[config.mk]
export PLATFORM = sky130hd
export DESIGN_NAME = dmem_req_ctrl
export DESIGN_NICKNAME = d
export VERILOG_FILES = /design/src/rtl/dmem_req_ctrl.sv
export SDC_FILE = /design/constraint.sdc
export NUM_CORES = 1
export LEC_CHECK = 0
export BUFFER_PORTS_ARGS = -buffer_cell sky130_fd_sc_hd__buf_2
export CORE_AREA = 2 2 153 155
export CTS_CLUSTER_SIZE = 16
export DETAILED_ROUTE_END_ITERATION = 16
export DIE_AREA = 0 0 155 157
export GPL_TIMING_DRIVEN = 0
export PLACE_DENSITY_LB_ADDON = 0.3
export SYNTH_ARGS = -nofsm -noshare
export SYNTH_HDL_FRONTEND = slang
export SYNTH_SLANG_ARGS = --single-unit
[constraint.sdc]
create_clock -name CLK -period 1.87 [get_ports CLK]
set_input_delay 0.2805 -clock CLK [delete_from_list [all_inputs] [get_ports CLK]]
set_output_delay 0.2805 -clock CLK [all_outputs]
set_load 0.01 [all_outputs]
[src/rtl/dmem_req_ctrl.sv]
// Requester-side controller for the shared dual-port data memory: arbitrates
// same-word write conflicts round-robin and tracks per-core LL/SC reservations.
module dmem_req_ctrl #(
   parameter int WIDX = 30
) (
   input  logic        CLK,
   input  logic        RST,
   input  logic        ReqA,
   input  logic        WeA,
   input  logic        LlA,
   input  logic        ScA,
   input  logic [31:0] AddrA,
   input  logic [31:0] WdataA,
   output logic [31:0] RdataA,
   output logic        StallA,
   output logic        MemWeA,
   output logic [31:0] MemAddrA,
   output logic [31:0] MemWdA,
   input  logic [31:0] MemRdA,
   input  logic        ReqB,
   input  logic        WeB,
   input  logic        LlB,
   input  logic        ScB,
   input  logic [31:0] AddrB,
   input  logic [31:0] WdataB,
   output logic [31:0] RdataB,
   output logic        StallB,
   output logic        MemWeB,
   output logic [31:0] MemAddrB,
   output logic [31:0] MemWdB,
   input  logic [31:0] MemRdB
);

   logic            pri;
   logic            link_v_a, link_v_b;
   logic [WIDX-1:0] link_idx_a, link_idx_b;

   logic [WIDX-1:0] widx_a, widx_b;
   logic            ew_a, ew_b, conflict;
   logic            we_a, we_b;
   logic            ll_a, ll_b, sc_grant_a, sc_grant_b;
   logic            clr_a, clr_b;

   assign widx_a = AddrA[31 -: WIDX];
   assign widx_b = AddrB[31 -: WIDX];

   // An SC only becomes a real write while its own reservation still covers the word.
   assign ew_a = ReqA & (WeA | (ScA & link_v_a & (link_idx_a == widx_a)));
   assign ew_b = ReqB & (WeB | (ScB & link_v_b & (link_idx_b == widx_b)));

   assign conflict = ew_a & ew_b & (widx_a == widx_b);

   assign StallA = RST & conflict & pri;
   assign StallB = RST & conflict & ~pri;
   assign we_a   = RST & ew_a & ~StallA;
   assign we_b   = RST & ew_b & ~StallB;

   assign MemWeA   = we_a;
   assign MemWeB   = we_b;
   assign MemAddrA = AddrA;
   assign MemAddrB = AddrB;
   assign MemWdA   = WdataA;
   assign MemWdB   = WdataB;

   assign RdataA = ScA ? {31'b0, we_a} : MemRdA;
   assign RdataB = ScB ? {31'b0, we_b} : MemRdB;

   assign ll_a       = ReqA & LlA;
   assign ll_b       = ReqB & LlB;
   assign sc_grant_a = ReqA & ScA & ~StallA;
   assign sc_grant_b = ReqB & ScB & ~StallB;

   // A same-cycle LL is compared against the word it is linking, not the stale link.
   assign clr_a = sc_grant_a | (we_b & (ll_a ? (widx_b == widx_a) : (widx_b == link_idx_a)));
   assign clr_b = sc_grant_b | (we_a & (ll_b ? (widx_a == widx_b) : (widx_a == link_idx_b)));

   always_ff @(posedge CLK or negedge RST) begin
      if (!RST) begin
         pri        <= 1'b0;
         link_v_a   <= 1'b0;
         link_v_b   <= 1'b0;
         link_idx_a <= '0;
         link_idx_b <= '0;
      end else begin
         if (conflict)
            pri <= ~pri;
         if (ll_a)
            link_idx_a <= widx_a;
         if (ll_b)
            link_idx_b <= widx_b;
         if (clr_a)
            link_v_a <= 1'b0;
         else if (ll_a)
            link_v_a <= 1'b1;
         if (clr_b)
            link_v_b <= 1'b0;
         else if (ll_b)
            link_v_b <= 1'b1;
      end
   end

endmodule

==> results.md, run 1 <==
- Crit-path leading delay family: simple AND/OR/NAND/NOR gates
- Initial Util: 0.257
- EDFF count, synth: 0
- DP Wirelength: 19000 um
- Final setup margin: -0.858 ns
- Vias in the first global route: 5129
- Met1 Usage GRT: 0.226
- Slowest cell on crit path: dfrtp_1
- Clock-pin slew on the worst setup and hold paths: 0.05 ns
- Worst hold-check path type: in -> async
- H-tree depth: 3
- Die Wd: 155 um
- Hold_ws: -0.0703 ns
- Worst IR Drop VDD: 0.000352 V
- Final Skew: 0.00344 ns
- Gr busiest metal: met2
- RR Startpoint: link_idx_a[14]
- PwrDens: 634 nW/um2
- Initial antenna violation count: 1
- Nets: 1172
- Synth warn: 0
- Synth top area share: 0.273
- Clock power share: 0.287
- Drt drc: 0
- Comb power frac: 0.384
- Sink Count: 63
- Crit share post-route: 1.46
- Ports: 398
- Inserted Clock Buffers: 9
- Root Driver: clkbuf_16
- Worst stage delay on the critical path: 0.40 ns
- N_diodes: 0
- Final instance area: 8420 um2
- Seq pwr share: 0.328
- Antenna viol nets, final: 0
- Avg WL per Cell: 18.3 um
- Final Hold Viols: 50
- Slew HR: 0.494
- Vias per cell: 4.38
- Placed inst area: 7790 um2
- CP bufs+invs: 1
- Failing checks: negative hold slack, negative setup slack
- Total Routing Usage GR: 0.177
- Mapped cell area: 5780 um2
- Synth cell types: 48
- Synth area leaders: dfrtp_1, buf_4, xnor2_1, mux2_2, nor2b_1
- Worst-path maximum fanout: 3
- Post-synth ARST share: 1.00
- Overflow after GRT: 0
- Pin count of the biggest net entering global routing: 68
- Top FF cell, synth: dfrtp_1
- 1st-pass router iterations: 4
- Crit path launch type: register
- Routability congestion estimate: 0.906
- Clock Latency Late Sink: 0.33 ns
- Syn Nets: 822
- CTS tree: done
- Fin util: 0.374
- Area leader, netlist: dfrtp_1
- Most common cell after layout, fill and taps aside: buf_2
- CTS Buffer Depth: 2
- Seq/Total Area, Yosys: 0.273
- Proportion of layout cells with a drive suffix above 1: 0.588
- Synthesized area per cell: 9.32 um2
- Worst slew pin tran: 0.760 ns
- Lkg Pwr: 4.13 nW
- I/O Buffers: 323
- GR Util met3: 0.0231
- Rows: 55
- Most frequent cells in the layout: buf_2, buf_4, xnor2_1, nor2b_1, dfrtp_1
- Endpoint class of the critical path: output port
- Die Y: 157 um
- Cells along the critical path: xnor2_2, nand4_1, nor4_2, a41o_2, nand4b_4, and2_4, mux2_4, buf_6
- Final Max Slew Viols: 0
- Max-cap violations: 0
- NetSw: 0.00178 W
- Die ar.: 24300 um2
- Tmin final: 2.73 ns
- Layout area overhead: 45.8%
- Post-synthesis register bit count: 63
- Outcome: finished with violations
- WP data required: 1.59 ns
- Critical Path AT: 2.45 ns
- First-pass GRT wire length: 31700 um
- # fillers: 2329
- CP Launch Point: link_idx_a[14]
- Routed WL: 23000 um
- Grt met2 use: 0.311
- Fmax: 367 MHz
- Crit Path Category: reg -> out
- RSZ-0062 raised after global routing: yes
- Core area: 22500 um2
- Switching share of power: 0.333
- Syn Inst Count: 620
- Vias: 5507
- Starting DRT DRC Count: 318
- Setup violators final: 9
- Internal Power: 0.00356 W
==> layout make-up <==
cell class,instances,area (um2),area share
Sequential cell,63,1580,0.187
Tap cell,285,357,0.0423
Buffer,148,1100,0.131
Multi-Input combinational cell,392,3270,0.388
Clock inverter,1,5.00,0.000594
Inverter,17,63.8,0.00757
Timing Repair Buffer,339,1790,0.212
Clock buffer,13,260,0.0309
==> final timing paths <==
path / endpoint / cells after the start / slack (ns)
max in group asynchronous: link_idx_b[17] / 3 / 0.62
min reg2reg: pri / 1 / 0.50
max: RdataB[0] / 8 / -0.86
min: link_idx_b[19] / 2 / -0.07
min in group CLK: link_idx_b[0] / 2 / 0.22
max reg2reg: link_v_b / 8 / -0.48
==> state kept, by name, summed over array words and instances (netlist names) <==
| signal | flops |
|---|---|
| link_idx_b | 30 |
| pri | 1 |
| link_v_b | 1 |
| link_v_a | 1 |
| link_idx_a | 30 |
==> kinds of logic (layout without fill, tap and decap cells) <==
group | Yosys count | in the layout | share of synthesized area
buffers and inverters | 165 | 518 | 0.199
AND/OR/NAND/NOR | 160 | 160 | 0.164
XOR/XNOR | 139 | 139 | 0.212
flip-flops | 63 | 63 | 0.273
multiplexers | 47 | 47 | 0.0929
AO/OA/AOI/OAI | 46 | 46 | 0.0591
==> per-layer routing <==
metal	up-vias	wire length, um
li1	2658	-
met1	2546	9450
met2	272	11700
met3	31	1400
met4	0	483
met5	-	0
==> what timing repair did <==
item                                    CTS  global route
gates cloned                              0             0
hold endpoints to repair                 63            13
gates resized for setup                  30            13
pin swaps                                24             8
setup buffers                            11             3
endpoints found under the setup margin    9             9
==> cell usage after synthesis (all sizes together) (2+ instances only) <==
library cell,count
o21ai,19
o221ai,2
xnor2,107
inv,17
o22ai,2
clkbuf,8
buf,140
o2bb2ai,2
mux2,47
and2,3
nand2,24
nor2,4
a41o,2
nand3,5
nor4,14
a41oi,2
o2111ai,2
dfrtp,63
nand2b,8
nand4,29
a2bb2oi,2
xor2,32
nor3,6
nor2b,65
a22o,2
==> power groups by stage <==
| stage | registers (W) | logic, W | clock network [W] |
|---|---|---|---|
| final | 0.00175 | 0.00205 | 0.00153 |
| after global routing | 0.00178 | 0.00220 | 0.00162 |
| after CTS | 0.00175 | 0.00202 | 0.00156 |
| after detailed placement | 0.00177 | 0.00193 | 0 |
| after global placement | 0.00176 | 0.00191 | 0 |
| after floorplan | 0.00173 | 0.00118 | 0 |
==> stage by stage <==
| step | setup WS [ns] | cells | TNS, ns | power (W) | hold slack [ns] |
|---|---|---|---|---|---|
| after detailed placement | -0.921 | 1229 | -6.36 | 0.00370 | 0.325 |
| after global routing | -0.875 | 1258 | -5.96 | 0.00560 | -0.0355 |
| after global placement | -0.968 | 1228 | -6.83 | 0.00367 | 0.479 |
| final | -0.858 | 1258 | -5.70 | 0.00534 | -0.0703 |
| after floorplan | -0.119 | 620 | -0.224 | 0.00290 | -0.0151 |
| after CTS | -0.824 | 1254 | -5.19 | 0.00532 | -0.0276 |
Power figures use the tool's default switching activity.
==> run 2, diff against run 1 <==
- SKIP_CTS_REPAIR_TIMING: not set -> 1
==> run 2 against run 1 <==
The run still ends with negative hold slack, negative setup slack left. Hold slack got worse by 0.0078 ns. Core utilization down 0.51 points. First-iteration DRC count fell by 1.6%. Cell area shrank 1.4%. Clock-buffer cell count is the same. Non-clock buffer count down 4. Global-route usage shrank 0.26 points. Fmax fell by 2.3%. Sequential share of layout area up 0.26 points. Clock skew up 0.00091 ns. Worst setup slack worse by 0.066 ns. Via count fell by 0.36%. Largest cell class unchanged. Largest power group unchanged. Highest routed layer unchanged.
==> results.md, run 2 (same netlist as run 1, synthesis figures left out) <==
- Outcome: finished with violations
- Failing checks: negative hold slack, negative setup slack
- Starting DRT DRC Count: 313 (-1.6%)
- Area of the multi-input gates: 3220 um2 (-1.7%)
- Slew HR: 0.484 (-0.00991)
- Pin count of the biggest net entering global routing: 68 (unchanged)
- Clock-pin slew on the worst setup and hold paths: 0.05 ns (about the same)
- Final Skew: 0.00434 ns (+0.000909 ns)
- Inserted Clock Buffers: 9 (unchanged)
- Routed WL: 22900 um (-0.61%)
- Overflow after GRT: 0 (unchanged)
- Initial Util: 0.257 (unchanged)
- Drt drc: 0 (unchanged)
- Fmax: 358 MHz (-2.3%)
- Root Driver: clkbuf_16
- 1st-pass router iterations: 5 (+1)
- Die Y: 157 um (unchanged)
- Nets: 1168 (-0.34%)
- Avg WL per Cell: 18.2 um (-0.30%)
- Crit Path Category: reg -> out
- Clock Latency Late Sink: 0.34 ns (about the same)
- Worst IR Drop VDD: 0.000363 V (+3.1%)
- Worst hold-check path type: in -> async
- WP data required: 1.59 ns (about the same)
- Final setup margin: -0.924 ns (-0.0656 ns)
- Worst slew pin tran: 0.775 ns (+0.0149 ns)
- Core area: 22500 um2 (unchanged)
- CP Launch Point: link_idx_a[14]
- Tmin final: 2.79 ns (+0.0656 ns)
- Lkg Pwr: 4.07 nW (-1.4%)
- DP Wirelength: 19000 um (unchanged)
- Vias in the first global route: 5077 (-1.0%)
- Final Hold Viols: 50 (unchanged)
- Final instance area: 8310 um2 (-1.4%)
- Max-cap violations: 0 (unchanged)
- Placed inst area: 7790 um2 (unchanged)
- Die ar.: 24300 um2 (unchanged)
- Crit share post-route: 1.49 (+0.0351)
- Crit path launch type: register
- RR Startpoint: link_idx_a[14]
- Hold_ws: -0.0780 ns (-0.00776 ns)
- Biggest regs: link_idx_a x30, link_idx_b x30
- Worst-path maximum fanout: 3 (unchanged)
- Seq. cell area: 1580 um2 (unchanged)
- # fillers: 2332 (+0.13%)
- First-pass GRT wire length: 31200 um (-1.5%)
- Die Wd: 155 um (unchanged)
- Routability congestion estimate: 0.906 (unchanged)
- Setup violators final: 9 (unchanged)
- Most common cell after layout, fill and taps aside: buf_2
- Antenna viol nets, final: 0 (unchanged)
- Layout area overhead: 43.8%
- Reg2Reg Depth: 9 (+1)
- Sink Count: 63 (unchanged)
- CTS Buffer Depth: 2 (unchanged)
- Endpoint class of the critical path: output port
- PwrDens: 638 nW/um2 (+0.59%)
- Initial antenna violation count: 1 (unchanged)
- RSZ-0062 raised after global routing: yes
- Proportion of layout cells with a drive suffix above 1: 0.580 (-0.00789)
- Vias per cell: 4.38 (about the same)
- CTS tree: done
- N_diodes: 0 (unchanged)
- Final Max Slew Viols: 0 (unchanged)
- I/O Buffers: 323 (unchanged)
- Pwr Total: 0.00530 W (-0.78%)
- Vias: 5487 (-0.36%)
- Most frequent cells in the layout: buf_2, buf_4, xnor2_1, nor2b_1, dfrtp_1
- Critical Path AT: 2.51 ns (+0.06 ns)
- Total Routing Usage GR: 0.175 (-0.00257)
- Ports: 398 (unchanged)
- H-tree depth: 3 (unchanged)
- Rows: 55 (unchanged)
[run 2: report_power, final]
part	switching, W	internal [W]
clock	0.000596	0.000952
combinational	0.000975	0.00102
sequential	0.000198	0.00156
total	0.00177	0.00353
[run 2: worst paths after layout]
path | to | slack [ns]
worst max-delay path | RdataB[0] | -0.92
worst min-delay path | link_idx_b[2] | -0.08
worst max register to register | link_v_b | -0.55
worst min register to register | pri | 0.50
max in group asynchronous | link_idx_b[17] | 0.63
min in group CLK | link_idx_b[0] | 0.22
[run 2: layout make-up]
| class | instances | area share |
|---|---|---|
| buffer | 148 | 0.131 |
| clock buffer | 13 | 0.0313 |
| clock inverter | 1 | 0.000602 |
| inverter | 17 | 0.00768 |
| multi-input combinational | 392 | 0.387 |
| sequential | 63 | 0.190 |
| tap | 285 | 0.0429 |
| timing repair buffer | 335 | 0.210 |
[run 2: metal layers]
layer,global-route usage,share of wire
met1,0.222,0.42
met2,0.301,0.50
met3,0.0223,0.060
met4,0.0701,0.025
met5,0,0
[run 2: worst max-delay path, cell delays in order (launching register included)]
cell and delay [ns]:
dfrtp_1 0.40, xnor2_2 0.26, nand4_1 0.24, nor4_2 0.27, a41o_2 0.33, nand4b_4 0.13, and2_4 0.16, mux2_4 0.25
buf_6 0.12
[run 2: through the flow]
stage,TNS (ns),cells,util,setup WS [ns]
CTS,-7.86,1243,0.358,-1.24
floorplan,-0.224,620,-,-0.119
detailed placement,-6.36,1229,0.346,-0.921
global route,-6.39,1254,0.369,-0.922
global placement,-6.83,1228,0.345,-0.968
finish,-6.20,1254,0.369,-0.924
==> run 3, diff against run 2 <==
- PLACE_DENSITY: not set -> 0.58
- PLACE_DENSITY_LB_ADDON: 0.3 -> not set
==> run 3 against run 2 <==
Critical path type unchanged. Critical endpoint unchanged. Hold slack improved by 0.010 ns. Global-route usage fell by 0.25 points. Wire length down 1.2%. Clock power grew 22%. The run still ends with negative hold slack, negative setup slack left.
==> results.md, run 3 (same netlist as run 1, synthesis figures left out) <==
- Outcome: finished with violations
- Failing checks: negative hold slack, negative setup slack
- Final Max Slew Viols: 0 (unchanged)
- Total Routing Usage GR: 0.172 (-0.00249)
- Crit Path Category: reg -> out
- Comb power frac: 0.355 (-0.022)
- Fmax: 351 MHz (-2.0%)
- RSZ-0062 raised after global routing: yes
- Crit path launch type: register
- Switching share of power: 0.328 (-0.00609)
- Hold_ws: -0.0680 ns (+0.0100 ns)
- Worst-path maximum fanout: 4 (+1)
- Inserted Clock Buffers: 9 (unchanged)
- NetSw: 0.00185 W (+4.5%)
- Pwr Total: 0.00564 W (+6.5%)
- Critical Path AT: 2.57 ns (+0.06 ns)
- Tmin final: 2.85 ns (+0.0560 ns)
- Routed WL: 22600 um (-1.2%)
- Internal Power: 0.00379 W (+7.4%)
- Sink Count: 63 (unchanged)
- Clock-pin slew on the worst setup and hold paths: 0.06 ns (about the same)
- Antenna viol nets, final: 0 (unchanged)
- Lkg Pwr: 4.09 nW (+0.44%)
- Vias: 5514 (+0.49%)
- # fillers: 2284 (-2.1%)
- Initial Util: 0.257 (unchanged)
- Final Skew: 0.0111 ns (+0.00673 ns)
- Die Y: 157 um (unchanged)
- DP Wirelength: 18600 um (-2.2%)
- Final setup margin: -0.980 ns (-0.0560 ns)
- CTS tree: done
- Max-cap violations: 0 (unchanged)
- Avg WL per Cell: 18.0 um (-1.1%)
- Layout area overhead: 44.8%
- Clock Latency Late Sink: 0.35 ns (about the same)
- Proportion of layout cells with a drive suffix above 1: 0.585 (+0.00473)
- Rows: 55 (unchanged)
- Reg2Reg Depth: 7 (-2)
- First-pass GRT wire length: 30900 um (-0.95%)
- Worst slew pin tran: 0.726 ns (-0.0487 ns)
- Root Driver: clkbuf_16
- WP data required: 1.59 ns (about the same)
- H-tree depth: 3 (unchanged)
- R2R setup slack: -0.44 ns (+0.11 ns)
- Slew HR: 0.516 (+0.0325)
- Clock power share: 0.335 (+0.043)
- Drt drc: 0 (unchanged)
- Vias in the first global route: 5015 (-1.2%)
- Starting DRT DRC Count: 378 (+21%)
- Core area: 22500 um2 (unchanged)
- Pin count of the biggest net entering global routing: 68 (unchanged)
- Setup violators final: 9 (unchanged)
- RR Startpoint: link_idx_a[1]
- Endpoint class of the critical path: output port
- Routability congestion estimate: 0.937 (+3.4%)
- Fin util: 0.372 (+0.00250)
- Overflow after GRT: 0 (unchanged)
- Worst IR Drop VDD: 0.000341 V (-6.2%)
- Most common cell after layout, fill and taps aside: buf_2
- PwrDens: 674 nW/um2 (+5.7%)
- Seq pwr share: 0.311 (-0.020)
- R2R Path End: link_v_b
- Die ar.: 24300 um2 (unchanged)
- Crit share post-route: 1.52 (+0.0300)
- 1st-pass router iterations: 5 (unchanged)
- Die Wd: 155 um (unchanged)
- Ports: 398 (unchanged)
- Final Hold Viols: 63 (+26%)
- Most frequent cells in the layout: buf_2, buf_4, xnor2_1, nor2b_1, dfrtp_1
- N_diodes: 0 (unchanged)
- Nets: 1165 (-0.26%)
- Biggest regs: link_idx_a x30, link_idx_b x30
- Vias per cell: 4.40 (+0.57%)
- I/O Buffers: 323 (unchanged)
- Worst hold-check path type: in -> async
- Initial antenna violation count: 0 (-1)
- CTS Buffer Depth: 2 (unchanged)
==> run 3: changes by cell type in the layout (fill, tap and decap cells not counted), sizes merged <==
cell / before / now
buf: 474 / 472
bufinv: 0 / 2
clkbuf: 21 / 18
clkinvlp: 0 / 2
dlygate4sd3: 1 / 0
inv: 17 / 18
==> run 3: power by group through the flow <==
stage / sequential [W] / combinational, W / clock (W)
3_5_place_dp: 0.00177 / 0.00192 / 0
3_3_place_gp: 0.00176 / 0.00191 / 0
6_report: 0.00175 / 0.00200 / 0.00189
2_1_floorplan: 0.00173 / 0.00118 / 0
4_1_cts: 0.00174 / 0.00193 / 0.00191
5_1_grt: 0.00178 / 0.00215 / 0.00198
==> run 3: layer usage <==
metal  track usage  vias to the layer above  wire (um)
met1         0.233                     2593       9890
met2         0.289                      259      10900
met5             0                        -          0
met3        0.0151                       24       1300
li1              -                     2638          -
met4        0.0582                        0        476
==> run 3: cell type report <==
| cell class | count | area, um2 | area share |
|---|---|---|---|
| multi-input cells | 392 | 3230 | 0.386 |
| inverters | 17 | 63.8 | 0.00763 |
| plain buffers | 148 | 1090 | 0.130 |
| well taps | 285 | 357 | 0.0426 |
| clock inverters | 6 | 92.6 | 0.0111 |
| repair buffers | 332 | 1730 | 0.206 |
| clock buffers | 10 | 239 | 0.0286 |
| flip-flops and latches | 63 | 1580 | 0.188 |
==> run 3: worst max path at each step <==
stage,startpoint,end,slack [ns]
2_1_floorplan,link_idx_a[9],RdataB[0],-0.12
3_3_place_gp,AddrA[16],RdataA[0],-0.91
3_5_place_dp,AddrA[16],RdataB[0],-0.84
4_1_cts,link_idx_a[14],RdataB[0],-1.19
5_1_grt,link_idx_a[1],RdataB[0],-1.03
6_report,link_idx_a[1],RdataB[0],-0.98
==> run 3: per-stage QoR <==
stage / setup WS [ns] / cells / hold slack (ns) / cell area (um2) / setup TNS (ns)
5_1_grt: -1.03 / 1253 / -0.0210 / 8370 / -6.98
3_3_place_gp: -0.911 / 1228 / 0.485 / 7760 / -6.75
3_5_place_dp: -0.844 / 1229 / 0.321 / 7790 / -6.18
4_1_cts: -1.19 / 1245 / -0.0472 / 8120 / -7.89
2_1_floorplan: -0.119 / 620 / -0.0151 / 5790 / -0.224
6_report: -0.980 / 1253 / -0.0680 / 8370 / -6.38
==> run 3: worst max-delay path: stages (launching register included) <==
cell and delay [ns]:
dfrtp_1 0.41, xnor2_2 0.27, nand4_1 0.16, nor4_2 0.37
a41o_2 0.33, nand4b_4 0.14, and2_4 0.17, mux2_4 0.26
buf_6 0.12
